File: src/rtl/loopback_sequencer.sv
// loopback_sequencer
//   Sequences the Gray-code pad-loopback latency measurement. Drives an
//   8-bit Gray pattern to the pads and the comparator's expected-value input,
//   locks onto a stable one-hot round-trip latency (1..4 cycles) or fails, and
//   counts latency mismatches as link errors once locked.
//
// Ports
//   i_clk      clock
//   i_rst      synchronous active-high reset
//   i_start    start/restart request (honoured in IDLE, LOCKED, FAIL)
//   i_diff     one-hot comparator latency result, bit k = k extra cycles
//   o_out      registered Gray pattern
//   o_busy     high in PRIME and MEASURE
//   o_locked   high in LOCKED
//   o_fail     high in FAIL
//   o_lat      encoded locked latency
//   o_err_cnt  saturating mismatch count while LOCKED
module loopback_sequencer #(
  parameter int unsigned LOCK_CNT = 8,
  parameter int unsigned TIMEOUT  = 64
) (
  input  logic       i_clk,
  input  logic       i_rst,
  input  logic       i_start,
  input  logic [3:0] i_diff,
  output logic [7:0] o_out,
  output logic       o_busy,
  output logic       o_locked,
  output logic       o_fail,
  output logic [1:0] o_lat,
  output logic [7:0] o_err_cnt
);

  localparam logic [7:0] LOCK_V = 8'(LOCK_CNT);
  localparam logic [7:0] TMO_V  = 8'(TIMEOUT);

  typedef enum logic [2:0] {
    S_IDLE,
    S_PRIME,
    S_MEASURE,
    S_LOCKED,
    S_FAIL
  } state_t;

  state_t     r_state, w_state;
  logic [7:0] r_cnt,   w_cnt;
  logic [7:0] r_out;
  logic [2:0] r_prime, w_prime;
  logic [7:0] r_match, w_match;
  logic [3:0] r_cand,  w_cand;
  logic [7:0] r_tmo,   w_tmo;
  logic [1:0] r_lat,   w_lat;
  logic [7:0] r_err,   w_err;
  logic       w_onehot;

  function automatic logic [1:0] enc(input logic [3:0] oh);
    logic [1:0] idx;
    idx = '0;
    case (oh)
      4'b0010: idx = 2'd1;
      4'b0100: idx = 2'd2;
      4'b1000: idx = 2'd3;
      default: idx = 2'd0;
    endcase
    return idx;
  endfunction

  always_comb begin
    w_state  = r_state;
    w_cnt    = r_cnt;
    w_prime  = r_prime;
    w_match  = r_match;
    w_cand   = r_cand;
    w_tmo    = r_tmo;
    w_lat    = r_lat;
    w_err    = r_err;
    w_onehot = (i_diff != 4'd0) && ((i_diff & (i_diff - 4'd1)) == 4'd0);

    case (r_state)
      S_PRIME: begin
        // Comparator pipeline still filling: i_diff ignored for 6 cycles.
        w_cnt   = r_cnt + 8'd1;
        w_prime = r_prime + 3'd1;
        if (r_prime == 3'd5) w_state = S_MEASURE;
      end
      S_MEASURE: begin
        w_cnt = r_cnt + 8'd1;
        w_tmo = r_tmo + 8'd1;
        if (!w_onehot) begin
          w_match = '0;
        end else if (i_diff == r_cand) begin
          w_match = r_match + 8'd1;
        end else begin
          w_cand  = i_diff;
          w_match = 8'd1;
        end
        // Lock wins over timeout when both land on the same cycle.
        if (w_match == LOCK_V) begin
          w_state = S_LOCKED;
          w_lat   = enc(w_cand);
        end else if (w_tmo == TMO_V) begin
          w_state = S_FAIL;
        end
      end
      S_LOCKED: begin
        w_cnt = r_cnt + 8'd1;
        if ((i_diff != r_cand) && (r_err != '1)) w_err = r_err + 8'd1;
      end
      default: ;
    endcase

    if (i_start && ((r_state == S_IDLE) || (r_state == S_LOCKED) ||
                    (r_state == S_FAIL))) begin
      w_state = S_PRIME;
      w_cnt   = '0;
      w_prime = '0;
      w_match = '0;
      w_cand  = '0;
      w_tmo   = '0;
      w_lat   = '0;
      w_err   = '0;
    end
  end

  always_ff @(posedge i_clk) begin
    if (i_rst) begin
      r_state <= S_IDLE;
      r_cnt   <= '0;
      r_out   <= '0;
      r_prime <= '0;
      r_match <= '0;
      r_cand  <= '0;
      r_tmo   <= '0;
      r_lat   <= '0;
      r_err   <= '0;
    end else begin
      r_state <= w_state;
      r_cnt   <= w_cnt;
      // Pattern register tracks the next count so o_out is always gray(cnt).
      r_out   <= w_cnt ^ (w_cnt >> 1);
      r_prime <= w_prime;
      r_match <= w_match;
      r_cand  <= w_cand;
      r_tmo   <= w_tmo;
      r_lat   <= w_lat;
      r_err   <= w_err;
    end
  end

  assign o_out     = r_out;
  assign o_busy    = (r_state == S_PRIME) || (r_state == S_MEASURE);
  assign o_locked  = (r_state == S_LOCKED);
  assign o_fail    = (r_state == S_FAIL);
  assign o_lat     = r_lat;
  assign o_err_cnt = r_err;

endmodule

File: config.mk
export PLATFORM = sky130hd
export DESIGN_NAME = loopback_sequencer
export DESIGN_NICKNAME = d
export VERILOG_FILES = /design/src/rtl/loopback_sequencer.sv
export SDC_FILE = /design/constraint.sdc
export NUM_CORES = 1
export LEC_CHECK = 0
export ABC_CLOCK_PERIOD_IN_PS = 4850
export CORE_MARGIN = 5
export CORE_UTILIZATION = 50
export CTS_BUF_LIST = sky130_fd_sc_hd__clkbuf_8
export CTS_CLUSTER_DIAMETER = 40
export DETAILED_ROUTE_END_ITERATION = 8
export PLACE_DENSITY = 0.72
export SLEW_MARGIN = 5
export SYNTH_ARGS = -nofsm -noshare
export SYNTH_HDL_FRONTEND = slang
export SYNTH_SLANG_ARGS = --single-unit
export TNS_END_PERCENT = 10
File: constraint.sdc
create_clock -name i_clk -period 4.85 [get_ports i_clk]
set_clock_uncertainty 0.15 [all_clocks]
set_input_delay 0.7275 -clock i_clk [delete_from_list [all_inputs] [get_ports i_clk]]
set_output_delay 0.7275 -clock i_clk [all_outputs]
set_load 0.05 [all_outputs]
* Word level (Yosys, flattened, before mapping)
Cells that the tools add are included.
** Storage, ports and cells
- Output and inout bits :: 21
- Logic and storage cells :: 66
- Bits in registers :: 52
- Bits of input ports :: 7
** Operators by class
- Equal/unequal tests :: 17
- Reductions and logical operators :: 17
- Muxes and demuxes :: 14
- Bitwise logic cells :: 2
- Add/subtract/negate cells :: 6
** Operators by type and width (count)
- $mux 8 :: 5
- $add 8x1->8 const B :: 4
- $mux 4 :: 3
- $mux 3 :: 3
- $eq 8x4->1 const B :: 1
- $eq 8x7->1 const B :: 1
- $ne 8x8->1 const B :: 1
- $xor 8x7->8 :: 1
- $eq 3x2->1 const B :: 2
- $eq 3x3->1 const B :: 2
- $ne 3x3->1 const B :: 2
- $pmux 2 s3 :: 1
- $pmux 3 s2 :: 1
- $reduce_and 3->1 :: 2
- $and 4x4->4 :: 1
- $eq 4x2->1 const B :: 1
- $eq 4x3->1 const B :: 1
- $eq 4x4->1 :: 1
- $eq 4x4->1 const B :: 1
- $logic_not 4->1 :: 1
- $ne 4x4->1 :: 1
- $ne 4x4->1 const B :: 1
- $reduce_and 2->1 :: 2
- $reduce_bool 4->1 :: 1
- other kinds (12) :: 16

* Logic depth before layout (Yosys ltp)
Gate-level depths: netlist (run 1).
- Word-level depth :: 10
- Depth in mapped cells :: 8
- Mapped depth without buffers :: 8

* Worst setup path before layout (run 1)
No wires, ideal clock.
- Path type :: register to output
- Start :: reg r_state[2]
- End :: out o_fail
- Arrival time :: 1.659 ns
- Path buffers :: 1
- Slack :: 2.313 ns
- Cell stages (with the launch flop) :: 4
- Required time :: 3.973 ns
- Cells stage by stage :: dfxtp_1 -> clkbuf_1 -> inv_1 -> nor3_1
** Between the ends
- Longest elaborated chain between the ends :: 1
** Ends and longest elaborated chain
- from (decl) :: line 45 : state_t r_state, w_state;
- from (signal assigned) :: line 137 : r_state <= w_state;
- $eq 3x3->1 :: line 153 : assign o_fail = (r_state == S_FAIL);
- to (decl) :: line 29 : output logic o_fail,
Every way passes these cells.

* Worst setup path in the final report (run 1)
- Start :: reg r_state[1]
- End :: out o_busy
** Between the ends
- Longest elaborated chain between the ends :: 2
- Elaborated cells on any way between the ends :: 3
- Those cells by class :: eq/ne: 2; reduce/logical: 1
** Ends and longest elaborated chain
- $eq 3x1->1 or $eq 3x2->1 (tied branches) :: line 151 : assign o_busy = (r_state == S_PRIME) || (r_state == S_MEASURE);
- $logic_or 1x1->1 (*) :: line 151
- to (decl) :: line 27 : output logic o_busy,
Mark *: on every way between the ends. The rest lies on a longest branch, timed or not.

==> key figures, run 1 <==
Status
  – Status: finished, final reports clean

CTS
  – H-tree Lvls: 2
  – CTS hold repair buffers: 0
  – Max clock buf depth: 2
  – CTS tree: built
  – TritonCTS Buffers: 5
  – Post-CTS Setup Inserts: 0
  – Worst-path clk slew: 0.09 ns
  – Worst-Skew Late Latency: 0.30 ns
  – Clk sink count: 51
  – CTS Root Cell: clkbuf_8
  – # resized after CTS: 0

Power and ir drop
  – PD cells: 271 nW/um^2
  – Overall power: 0.818 mW
  – Leakage power: 1.08 nW
  – VDD IR max: approximately 0.00017 V

Worst hold path
  – Hold path depth: 2
  – Min-Delay Startpoint: o_lat[1]$_SDFFE_PP0P_
  – Hold EP: o_lat[1]$_SDFFE_PP0P_
  – Worst Hold Class: reg2reg

Die
  – Die W: approximately 82 microns
  – Num rows: 26
  – Io pins: 28
  – Core Box Area: 5070 sq um
  – Chip Height: 82.0 microns
  – Initial Util: 51.1%
  – Die Area: 6730 sq um

Route
  – DR vias/cell: 5.47
  – Detailed-route via count: 2,181
  – Final ANT Viol Nets: 0
  – DRT Pass-1 Iters: 4
  – DRC violations left: 0
  – Final WL: between 5000 and 6000 microns
  – Number of DRC markers in iteration 0: 77
  – Average wire per standard cell: approximately 13 microns

Layout
  – FILL cells: just under 500
  – Most frequent cells in the layout: nor2_1 (53), dfxtp_1 (51), clkdlybuf4s50_1 (27), nand2_1 (25), xor2_1 (24)
  – Ratio of cells with drive above 1 in the final layout: between 4 and 5%
  – Final #Nets: 341
  – Diodes inserted: 0
  – Area Growth Syn to Fin: 16.4%
  – Layout Utilization: about 60%
  – Most common cell after layout, fill and taps aside: nor2_1

Setup path
  – CP Capture Type: primary output
  – Reg2reg path depth: 6
  – Crit start category: register
  – Data required, critical path: 3.97 ns
  – R2r setup slk: around 2.6 ns
  – CP arrival: 1.98 ns
  – CP Class: reg2out
  – R2r startpoint: r_match[0]$_SDFFE_PP0P_
  – Worst R2R End: r_state[2]$_SDFFE_PP0P_
  – Largest fanout on the critical path: 9

STA
  – Fin crit share: between 50% and 60%
  – Worst-Margin Slew: 0.627 ns
  – Max Freq: roughly 0.35 GHz
  – Final setup fails: 0
  – Setup TNS: 0 ns
  – RSZ-0062 raised after global routing: no
  – Slew Limit Headroom: 58.0%
  – Final Hold Viols: 0
  – Fin crit period: 2.86 ns
  – Slew Viols, Final: 0

Global routing
  – Overflow after GRT: 0
  – Vias in the first global route: between 2,000 and 2,500
  – Antenna violations before repair: 0
  – Largest net degree at the start of global routing: 39
  – GRT Util Overall: 16.6%
  – First-pass GRT wire length: 8940 microns

Synth
  – Synth Warn #: 0
  – Cell variety after synth: 46
  – Seq/Total Area, Yosys: 39.4%
  – Ys flop type: dfxtp_1
  – Yosys reg bits: 51
  – Post-synth ARST share: 0%
  – Mapped Area: roughly 2600 sq um
  – EDFF count, synth: 0
  – Mapped Avg Cell Area: roughly 8.4 sq um
  – Gate Count Post-Synth: just over 300
  – Synth Net Count: 321

Placement
  – GPL Wtd Cong: roughly 0.85
  – Post-DP HPWL: 3570 microns
  – I/O Buffers: 27

Job
  – Max cap viols: 0
-- worst max-delay path: stages (launching register included) --
cell,delay (ns)
dfxtp_1,0.49
nand2b_1,0.18
a21oi_1,0.19
clkdlybuf4s50_1,0.82
-- state kept, by name (all words and copies together) (netlist names) --
| signal | count |
|---|---|
| o_err_cnt | 8 |
| r_cnt | 8 |
| r_match | 8 |
| r_tmo | 8 |
| o_out | 7 |
| r_cand | 4 |
| r_prime | 3 |
| r_state | 3 |
| o_lat | 2 |
-- where the power goes --
part / leakage, nW / switching (mW) / internal (mW)
registers: 0.412 / 0.00315 / 0.422
logic: 0.602 / 0.0331 / 0.0189
clock network: 0.0695 / 0.137 / 0.204
-- worst max path at each step --
stage	to	start	cells after the start	slack (ns)
finish	o_busy	r_state[1]$_SDFFE_PP0P_	3	1.99
global route	o_busy	r_state[1]$_SDFFE_PP0P_	3	1.89
CTS	o_busy	r_state[1]$_SDFFE_PP0P_	3	1.98
detailed placement	o_lat[0]$_SDFFE_PP0P_	i_diff[2]	7	1.70
global placement	o_lat[0]$_SDFFE_PP0P_	i_diff[2]	7	1.80
floorplan	o_fail	r_state[2]$_SDFFE_PP0P_	3	2.31
-- cells in the mapped netlist, types with 2 or more instances --
master     instances  share of area, %
buf_1              2              0.29
a2111oi_0          2              0.68
nand2_1           25               3.6
o21ai_0           13               2.5
or3_1              6               1.4
buf_2              3              0.58
a31oi_1            4              0.96
ha_1               6               2.9
nand3_1            7               1.4
xor2_1            24               8.1
dfxtp_1           51                39
a211oi_1           3              0.87
xnor2_1           12               4.1
and3_1             7               1.7
a21o_1             2              0.58
mux2i_1            7               2.7
nor2_1            53               7.7
nand2b_1           7               1.7
and2_1             2              0.48
clkbuf_1           8               1.2
nand3b_1           4               1.2
nor3_1             5              0.96
inv_1              3              0.43
nor3b_1            2              0.58
a311oi_1           2              0.68
a21oi_1           17               3.3
nand4_1           12               2.9
-- cell families (layout without fill, tap and decap cells) --
group                    count (synthesis)  after routing  share of synthesized area (%)
AND/OR/NAND/NOR                        138            138                           26.5
AO/OA/AOI/OAI                           52             52                           13.2
flip-flops                              51             51                           39.4
XOR/XNOR                                36             36                           12.2
buffers and inverters                   18             39                           3.18
multiplexers                             7              7                           2.70
adder cells (fa/ha/maj)                  6              6                           2.89
-- routing by layer --
metal  global-route usage [%]  wire length (microns)  part of all wire [%]  vias up
li1                         -                      -                     -     1106
met1                     21.0                   2390                    48     1029
met2                     27.0                   2350                    47       33
met3                     3.40                    157                   3.1       13
met4                     7.31                    113                   2.3        0
met5                        0                      0                     0        -
-- stage by stage --
step                      setup slack (ns)  hold WS [ns]  instance area, sq um  instances
after global routing                  1.89         0.377                  3020        399
final                                 1.99         0.320                  3020        399
after global placement                1.80         0.312                  2890        391
after floorplan                       2.31         0.320                  2590        308
after detailed placement              1.70         0.307                  2890        391
after CTS                             1.98         0.320                  3020        399
-- final cells by class --
type | instances | area [sq um] | area share (%)
Clock buffer | 5 | 68.8 | 2.28
Multi-Input combinational cell | 239 | 1490 | 49.3
Clock inverter | 3 | 63.8 | 2.11
Tap cell | 70 | 87.6 | 2.90
Sequential cell | 51 | 1020 | 33.8
Timing Repair Buffer | 28 | 278 | 9.20
Inverter | 3 | 11.3 | 0.373
Power figures use the tool's default switching activity.
==> run 2: changes to the inputs <==
- ABC_CLOCK_PERIOD_IN_PS: 4850 -> 3000
- clock period: 4.85 -> 3 ns (I/O delays scaled with it)
==> key figures, run 2 (synthesis gave the netlist of run 1 again) <==
Setup path
  – Data required, critical path: 2.40 ns
  – R2r setup slk: 0.76 ns
  – CP arrival: 1.99 ns
  – CP Class: reg2out
  – Worst R2R End: r_state[2]$_SDFFE_PP0P_
  – CP Capture Type: primary output
  – Largest fanout on the critical path: 9
  – R2r startpoint: r_match[0]$_SDFFE_PP0P_
  – Crit start category: register
  – Reg2reg path depth: 6

Power and ir drop
  – Reg power frac: 54.9%
  – Leakage power: 1.10 nW
  – Clock share of power: 38.2%
  – Comb pwr share: 7.0%
  – NetSw: 0.289 mW
  – PD cells: about 410 nW/um^2
  – Total internal power: 0.964 mW
  – VDD IR max: ~0.00033 V
  – Switching share of power: 23.0%
  – Overall power: between 1 and 1.5 mW

STA
  – RSZ-0062 raised after global routing: no
  – Final hold slack: 0.331 ns
  – Setup TNS: 0 ns
  – Fin crit period: 2.59 ns
  – Max Freq: a little under 0.4 GHz
  – Final Hold Viols: 0
  – Worst-Margin Slew: 0.506 ns
  – Final setup fails: 0
  – Slew Viols, Final: 0
  – Slew Limit Headroom: 66.2%
  – Fin crit share: 86.4%

Layout
  – Ratio of cells with drive above 1 in the final layout: under 10%
  – Final #Nets: about 350
  – FILL cells: a little under 500
  – Most frequent cells in the layout: nor2_1 (53), dfxtp_1 (51), clkdlybuf4s50_1 (27), nand2_1 (25), xor2_1 (24)
  – Area Growth Syn to Fin: 17.1%
  – Most common cell after layout, fill and taps aside: nor2_1
  – Diodes inserted: 0
  – Fin cells: 404

Route
  – DRC violations left: 0
  – Final ANT Viol Nets: 0
  – Number of DRC markers in iteration 0: roughly 140
  – Final WL: 5040 microns
  – Average wire per standard cell: 12.5 microns
  – DR vias/cell: ~5.3
  – Detailed-route via count: 2,161
  – DRT Pass-1 Iters: 4

Placement
  – Post-DP HPWL: 3560 microns
  – GPL Wtd Cong: 0.855
  – Placed cell count: 396
  – I/O Buffers: 27

Status
  – Status: finished, final reports clean

Global routing
  – Vias in the first global route: between 2,000 and 2,500
  – Largest net degree at the start of global routing: 39
  – Antenna violations before repair: 0
  – First-pass GRT wire length: around 8800 microns
  – GRT Util Overall: 16.6%
  – Overflow after GRT: 0

CTS
  – H-tree Lvls: 2
  – Clk sink count: 51
  – Worst-path clk slew: 0.09 ns
  – Worst-Skew Late Latency: 0.31 ns
  – TritonCTS Buffers: 5
  – CTS tree: built
  – # resized after CTS: 0
  – Post-CTS Setup Inserts: 0
  – CTS hold repair buffers: 0
  – CTS Root Cell: clkbuf_8
  – Max clock buf depth: 2

Worst hold path
  – Hold path depth: 2
  – Worst Hold Class: reg2reg
  – Hold EP: o_lat[1]$_SDFFE_PP0P_
  – Min-Delay Startpoint: o_lat[1]$_SDFFE_PP0P_

Die
  – Io pins: 28
  – Die W: between 80 and 90 microns
  – Num rows: 26
  – Initial Util: 51.1%
  – Chip Height: 82.0 microns
  – Core Box Area: a little over 5000 sq um
  – Die Area: about 6700 sq um

Job
  – Max cap viols: 0
## run 2: final cells by class
class                      instances  area [sq um]  share of cell area [%]
timing repair buffer              33           315                    10.4
tap                               70          87.6                    2.88
inverter                           3          11.3                   0.371
clock inverter                     3          43.8                    1.44
multi-input combinational        239          1490                    49.1
sequential                        51          1020                    33.6
clock buffer                       5          68.8                    2.27
## run 2: power by group through the flow
stage | combinational (mW) | sequential (mW) | clock, mW
4_1_cts | 0.0889 | 0.687 | 0.497
5_1_grt | 0.0965 | 0.689 | 0.529
3_5_place_dp | 0.0882 | 0.703 | 0
3_3_place_gp | 0.0874 | 0.703 | 0
6_report | 0.0873 | 0.687 | 0.478
2_1_floorplan | 0.0586 | 0.706 | 0
## run 2: how the worst max path moves through the flow
stage	slack [ns]	to	startpoint	cells past startpoint
after floorplan	0.67	o_err_cnt[7]$_SDFFE_PP0P_	r_state[1]$_SDFFE_PP0P_	7
after global placement	0.27	o_lat[0]$_SDFFE_PP0P_	i_diff[3]	7
after detailed placement	0.19	o_lat[0]$_SDFFE_PP0P_	i_diff[3]	7
after CTS	0.38	o_busy	r_state[1]$_SDFFE_PP0P_	3
after global routing	0.31	o_busy	r_state[1]$_SDFFE_PP0P_	3
final	0.41	o_busy	r_state[1]$_SDFFE_PP0P_	3
## run 2: critical path: stages, from the launching register on
cell and delay [ns]:
dfxtp_1 0.49, nand2b_1 0.19, a21oi_1 0.19, clkdlybuf4s50_1 0.82
## run 2: per-layer routing
layer  share of wire (%)  vias to the layer above  global-route usage (%)
li1                    -                     1120                       -
met1                  45                     1004                    19.7
met2                  48                       28                    28.3
met3                 3.5                        9                    3.95
met4                 2.7                        0                    7.31
met5                   0                        -                       0
## run 2: through the flow
| step | worst slack (ns) | instance area (sq um) | utilization (%) |
|---|---|---|---|
| 2_1_floorplan | 0.668 | 2590 | - |
| 3_3_place_gp | 0.269 | 2930 | 57.6 |
| 3_5_place_dp | 0.192 | 2930 | 57.6 |
| 4_1_cts | 0.380 | 3040 | 59.9 |
| 5_1_grt | 0.313 | 3040 | 59.9 |
| 6_report | 0.407 | 3040 | 59.9 |
